===== src/rtl/numeric_literal_parser.sv =====
// Streaming ASCII numeric-literal parser: hex (0x), binary (0b) and decimal
// literals with optional '-', sign/zero extension and overflow detection.
module numeric_literal_parser #(
    parameter int WIDTH         = 32,
    parameter bit ALLOW_DECIMAL = 1'b1
) (
    input  logic             clk_in,
    input  logic             rst_n_in,
    input  logic             valid_data,
    input  logic             new_character,
    input  logic [7:0]       incoming_ascii,
    input  logic             sign_extend,
    output logic [WIDTH-1:0] value,
    output logic             done_flag,
    output logic             error_flag,
    output logic             overflow_flag
);

    localparam int AW = WIDTH + 5;
    localparam logic [AW-1:0] LIM_U = (AW'(1) << WIDTH) - AW'(1);
    localparam logic [AW-1:0] LIM_N = AW'(1) << (WIDTH - 1);

    localparam logic [7:0] C_MINUS = 8'h2D;
    localparam logic [7:0] C_ZERO  = 8'h30;

    typedef enum logic [2:0] {
        IDLE, SIGN, ZERO, HEX, BIN, DEC, RETURN, ERROR
    } state_t;

    state_t          st;
    logic [AW-1:0]   acc;
    logic [7:0]      cnt;
    logic            neg;
    logic            se_q;

    logic [7:0]      ch;
    logic            is_delim;
    logic            is_num;
    logic            is_hex;
    logic            is_x;
    logic            is_b;
    logic            dig_ok;
    logic            ovf;
    logic [3:0]      dval;
    logic [AW-1:0]   nxt;
    logic [AW-1:0]   lim;
    logic [9:0]      bits;
    logic [WIDTH-1:0] top;
    logic [WIDTH-1:0] low_mask;
    logic [WIDTH-1:0] formed;
    logic [WIDTH-1:0] result;

    assign ch = incoming_ascii;

    always_comb begin
        is_delim = (ch == 8'h20) || (ch == 8'h2C) ||
                   (ch == 8'h29) || (ch == 8'h0A);
        is_num   = (ch >= 8'h30) && (ch <= 8'h39);
        is_x     = (ch == 8'h78) || (ch == 8'h58);
        is_b     = (ch == 8'h62) || (ch == 8'h42);
        dval     = '0;
        is_hex   = 1'b0;
        if (is_num) begin
            dval   = ch[3:0];
            is_hex = 1'b1;
        end else if ((ch >= 8'h61 && ch <= 8'h66) ||
                     (ch >= 8'h41 && ch <= 8'h46)) begin
            // 'a'..'f' and 'A'..'F' share the low nibble 1..6
            dval   = ch[3:0] + 4'd9;
            is_hex = 1'b1;
        end

        dig_ok = is_num;
        nxt    = (acc << 3) + (acc << 1) + AW'(dval);
        case (st)
            HEX: begin
                dig_ok = is_hex;
                nxt    = (acc << 4) + AW'(dval);
            end
            BIN: begin
                dig_ok = is_num && (dval <= 4'd1);
                nxt    = (acc << 1) + AW'(dval);
            end
            default: ;
        endcase

        lim = (st == DEC && neg) ? LIM_N : LIM_U;
        ovf = nxt > lim;

        bits     = (st == HEX) ? {cnt, 2'b00} : {2'b00, cnt};
        top      = '0;
        low_mask = '1;
        formed   = acc[WIDTH-1:0];
        if (se_q && (st == HEX || st == BIN) &&
            bits != 10'd0 && bits < 10'(WIDTH)) begin
            top      = WIDTH'(1) << (bits - 10'd1);
            low_mask = (top << 1) - WIDTH'(1);
            if (|(formed & top))
                formed = formed | ~low_mask;
        end
        result = neg ? -formed : formed;
    end

    always_ff @(posedge clk_in) begin
        if (!rst_n_in) begin
            st            <= IDLE;
            value         <= '0;
            done_flag     <= 1'b0;
            error_flag    <= 1'b0;
            overflow_flag <= 1'b0;
            acc           <= '0;
            cnt           <= '0;
            neg           <= 1'b0;
            se_q          <= 1'b0;
        end else begin
            done_flag <= 1'b0;
            if (!valid_data) begin
                st            <= IDLE;
                acc           <= '0;
                cnt           <= '0;
                neg           <= 1'b0;
                error_flag    <= 1'b0;
                overflow_flag <= 1'b0;
            end else if (!new_character) begin
                if (st == RETURN)
                    st <= IDLE;
            end else begin
                unique case (st)
                    IDLE, SIGN, RETURN: begin
                        if (is_delim) begin
                            if (st == SIGN) begin
                                st         <= ERROR;
                                error_flag <= 1'b1;
                            end else begin
                                st <= IDLE;
                            end
                        end else if (ch == C_MINUS) begin
                            if (st == SIGN) begin
                                st         <= ERROR;
                                error_flag <= 1'b1;
                            end else begin
                                neg <= 1'b1;
                                st  <= SIGN;
                            end
                        end else if (ch == C_ZERO) begin
                            st <= ZERO;
                        end else if (is_num && ALLOW_DECIMAL) begin
                            st  <= DEC;
                            acc <= AW'(dval);
                            cnt <= 8'd1;
                        end else begin
                            st         <= ERROR;
                            error_flag <= 1'b1;
                        end
                    end
                    ZERO: begin
                        if (is_x) begin
                            st <= HEX;
                        end else if (is_b) begin
                            st <= BIN;
                        end else if (is_delim) begin
                            st        <= RETURN;
                            done_flag <= 1'b1;
                            value     <= '0;
                            neg       <= 1'b0;
                        end else if (is_num && ALLOW_DECIMAL) begin
                            st  <= DEC;
                            acc <= AW'(dval);
                            cnt <= 8'd1;
                        end else begin
                            st         <= ERROR;
                            error_flag <= 1'b1;
                        end
                    end
                    HEX, BIN, DEC: begin
                        if (is_delim) begin
                            if (cnt == 8'd0) begin
                                st         <= ERROR;
                                error_flag <= 1'b1;
                            end else begin
                                st        <= RETURN;
                                done_flag <= 1'b1;
                                value     <= result;
                                acc       <= '0;
                                cnt       <= '0;
                                neg       <= 1'b0;
                            end
                        end else if (!dig_ok) begin
                            st         <= ERROR;
                            error_flag <= 1'b1;
                        end else if (ovf) begin
                            st            <= ERROR;
                            error_flag    <= 1'b1;
                            overflow_flag <= 1'b1;
                        end else begin
                            acc <= nxt;
                            if (cnt != 8'hFF)
                                cnt <= cnt + 8'd1;
                            if (cnt == 8'd0)
                                se_q <= sign_extend;
                        end
                    end
                    ERROR: ;
                endcase
            end
        end
    end

endmodule


===== config.mk =====
export PLATFORM = sky130hd
export DESIGN_NAME = numeric_literal_parser
export DESIGN_NICKNAME = d
export VERILOG_FILES = /design/src/rtl/numeric_literal_parser.sv
export SDC_FILE = /design/constraint.sdc
export NUM_CORES = 1
export LEC_CHECK = 0
export ABC_AREA = 1
export CAP_MARGIN = 20
export CORE_ASPECT_RATIO = 0.5
export CORE_MARGIN = 1.5
export CORE_UTILIZATION = 30
export CTS_BUF_LIST = sky130_fd_sc_hd__clkbuf_2 sky130_fd_sc_hd__clkbuf_4 sky130_fd_sc_hd__clkbuf_8
export DETAILED_ROUTE_END_ITERATION = 10
export GPL_ROUTABILITY_DRIVEN = 0
export PLACE_DENSITY_LB_ADDON = 0.12
export SYNTH_ARGS = -nofsm -noshare
export SYNTH_HDL_FRONTEND = slang
export SYNTH_SLANG_ARGS = --single-unit

===== constraint.sdc =====
create_clock -name clk_in -period 10.14 [get_ports clk_in]
set_input_delay 2.028 -clock clk_in [delete_from_list [all_inputs] [get_ports clk_in]]
set_output_delay 2.028 -clock clk_in [all_outputs]
set_load 0.03 [all_outputs]

==> results.ini <==
[run_status]
status = finished, final reports clean

[global_route]
antenna_found_initial = 2
grt_pass1_wl_um = 68700
grt_util_all_layers = 0.223
grt-ovfl-total = 0
grt_pass1_vias = 11900
grt_start_max_net_pins = 65

[logic_synthesis]
synth.top_cell.area_share = 0.160
yosys_warnings = 0
synth_top_flop_cell = dfxtp_1
yosysSeqAreaShare = 0.146
synth_area_per_cell_sq_um = 5.89
synth_edf_count = 0
synth.top_cells.by_area = nand2_1, dfxtp_1, ha_1, nor2_1, inv_1
synth_cells = 1959
syn_nets = 2086
ys_ff_latch = 84
yosys.cell_types.count = 61
yosysTopAreaCell = nand2_1
synthArstFlopShare = 0
synth_area_sq_mm = 0.0115

[run]
cap_violations = 0

[cells_and_area]
multi_input_comb_area_sq_mm = 0.00870
area_delta_synth_final_pct = 10.7
layout_common_cells = nand2_1, nor2_1, inv_1, a21oi_1, nand3_1
fin_area_sq_mm = 0.0128
seq_area_sq_mm = 0.00168
final_core_util = 0.339
drive_above_1_share = 0.0701
final_common_cell = nand2_1
fillers = 4302
fin_cells = 2504
final_nets = 2106

[setup_path]
reg2reg_depth = 34
rr_endpoint = acc[19]
crit_path_frequent_cell = nand2_1
slowest_delay_ns = 0.45
crit_slowest_cell = clkdlybuf4s50_1
critPathKind = in2reg
path_max_fanout = 64
crit_cells = 47
r2r-start = acc[0]
r2r_slack_ns = 3.17
crit_start = incoming_ascii[7]
critPathLaunchType = primary input
crit_buf_inv = 10
endpoint_kind = flip-flop
crit_arrival_ns = 9.70
cp_top_family = simple AND/OR/NAND/NOR gates
required_ns = 10.51

[placed_design]
port_buffers = 47
pre_cts_slack_ns = 0.416
dp.cells = 2488
hpwl_um = 34400
placed_area_sq_mm = 0.0126

[clock_tree]
clk_path_buf_depth = 2
hold_buffers = 0
cts_resized = 0
cts_made_buffers = 9
htree_levels = 3
clockRootBuffer = clkbuf_8
cts_setup_buffers = 0
cts_tree = yes
clock_sinks = 84
insertion_delay_ns = 0.44
clk_pin_slew_ns = 0.10

[power]
p_leak_nw = 6.74
power_density_mw_per_mm2 = 65.5
ir_drop_uv = 61.1
finalPower_mw = 0.837

[routing]
drt_pass1_iterations = 5
drcViolationCount = 0
totalWireLength_um = 43800
routedWlPerCell_um = 17.5
ant_nets = 0
via_per_inst = 5.10
dr.first_iter.drc_count = 884
route.vias.total = 12800

[timing]
finalClockSkew_ns = 0.0244
relSlewSlack = 0.271
tightest_slew_ns = 1.09
period_share = 0.921
drv_slew = 0
final_hold_viol_count = 0
rsz0062_at_grt = false
clock.fmax_mhz = 107
whs_ns = 0.468
fin_crit_ns = 9.34
timing.final.ws_setup_ns = 0.802
setup_total_negative_slack_ns = 0
setup_viol = 0

[worst_hold_path]
hold_class = reg2reg
holdPathEnd = value[5]
min_from = value[5]
min_path_cells = 2

[die]
ioPinCount = 48
dieArea_sq_mm = 0.0397
num_rows = 50
die_w_um = 280
start_util = 0.306
die_h_um = 142
core_area_sq_mm = 0.0377

==> worst register-to-register path, delay by kind of cell (launching register included) <==
kind / cells / cell delay, ns
compound gates: 12 / 2.85
simple gates: 15 / 1.59
fa+ha+maj: 2 / 0.87
buf+inv: 4 / 0.79
flops: 1 / 0.60
xor+xnor: 1 / 0.23
==> kinds of logic (layout without fill, tap and decap cells) <==
| group | Yosys count | in the layout | synth area share |
|---|---|---|---|
| simple gates | 1072 | 1072 | 0.418 |
| compound gates | 339 | 339 | 0.165 |
| buf+inv | 294 | 318 | 0.102 |
| fa+ha+maj | 114 | 114 | 0.125 |
| flops | 84 | 84 | 0.146 |
| xor+xnor | 56 | 56 | 0.0438 |
| other cells | 0 | 1 | 0 |
==> cells in the mapped netlist (all sizes together) (17+ instances only) <==
library cell / count
nand2: 521
nor2: 281
inv: 236
a21oi: 147
nand3: 139
ha: 112
o21ai: 111
dfxtp: 84
nand4: 67
xor2: 44
nor3: 36
clkbuf: 29
buf: 28
a31oi: 17
==> power breakdown <==
group | internal, mW | total, mW | switching, mW
Combinational | 0.0597 | 0.210 | 0.150
Sequential | 0.334 | 0.342 | 0.00869
Clock | 0.128 | 0.285 | 0.157
Total | 0.521 | 0.837 | 0.315
==> routing by layer <==
layer | global-route usage | vias to the layer above | part of all wire
met5 | 0 | - | 0.00030
met3 | 0.0369 | 18 | 0.056
met4 | 0.0304 | 2 | 0.0058
met2 | 0.345 | 303 | 0.42
met1 | 0.328 | 5901 | 0.52
li1 | - | 6547 | -
==> state kept, by name, summed over array words and instances, names as in the netlist <==
signal         count
value             32
error_flag         1
neg                1
cnt                8
st                 3
overflow_flag      1
done_flag          1
acc               36
se_q               1
==> how the worst max path moves through the flow <==
stage | end | slack (ns)
final | acc[19] | 0.80
after global routing | acc[9] | 0.06
after CTS | acc[4] | 0.84
after detailed placement | acc[21] | 0.42
after global placement | acc[22] | 0.54
after floorplan | acc[25] | 1.99
==> cell type report <==
type	instances	area share
timing repair buffer	66	0.0496
tap	520	0.0510
inverter	237	0.0697
antenna	1	0.000196
sequential	84	0.132
clock inverter	4	0.00441
multi-input combinational	1581	0.682
clock buffer	11	0.0119
Power figures use the tool's default switching activity.
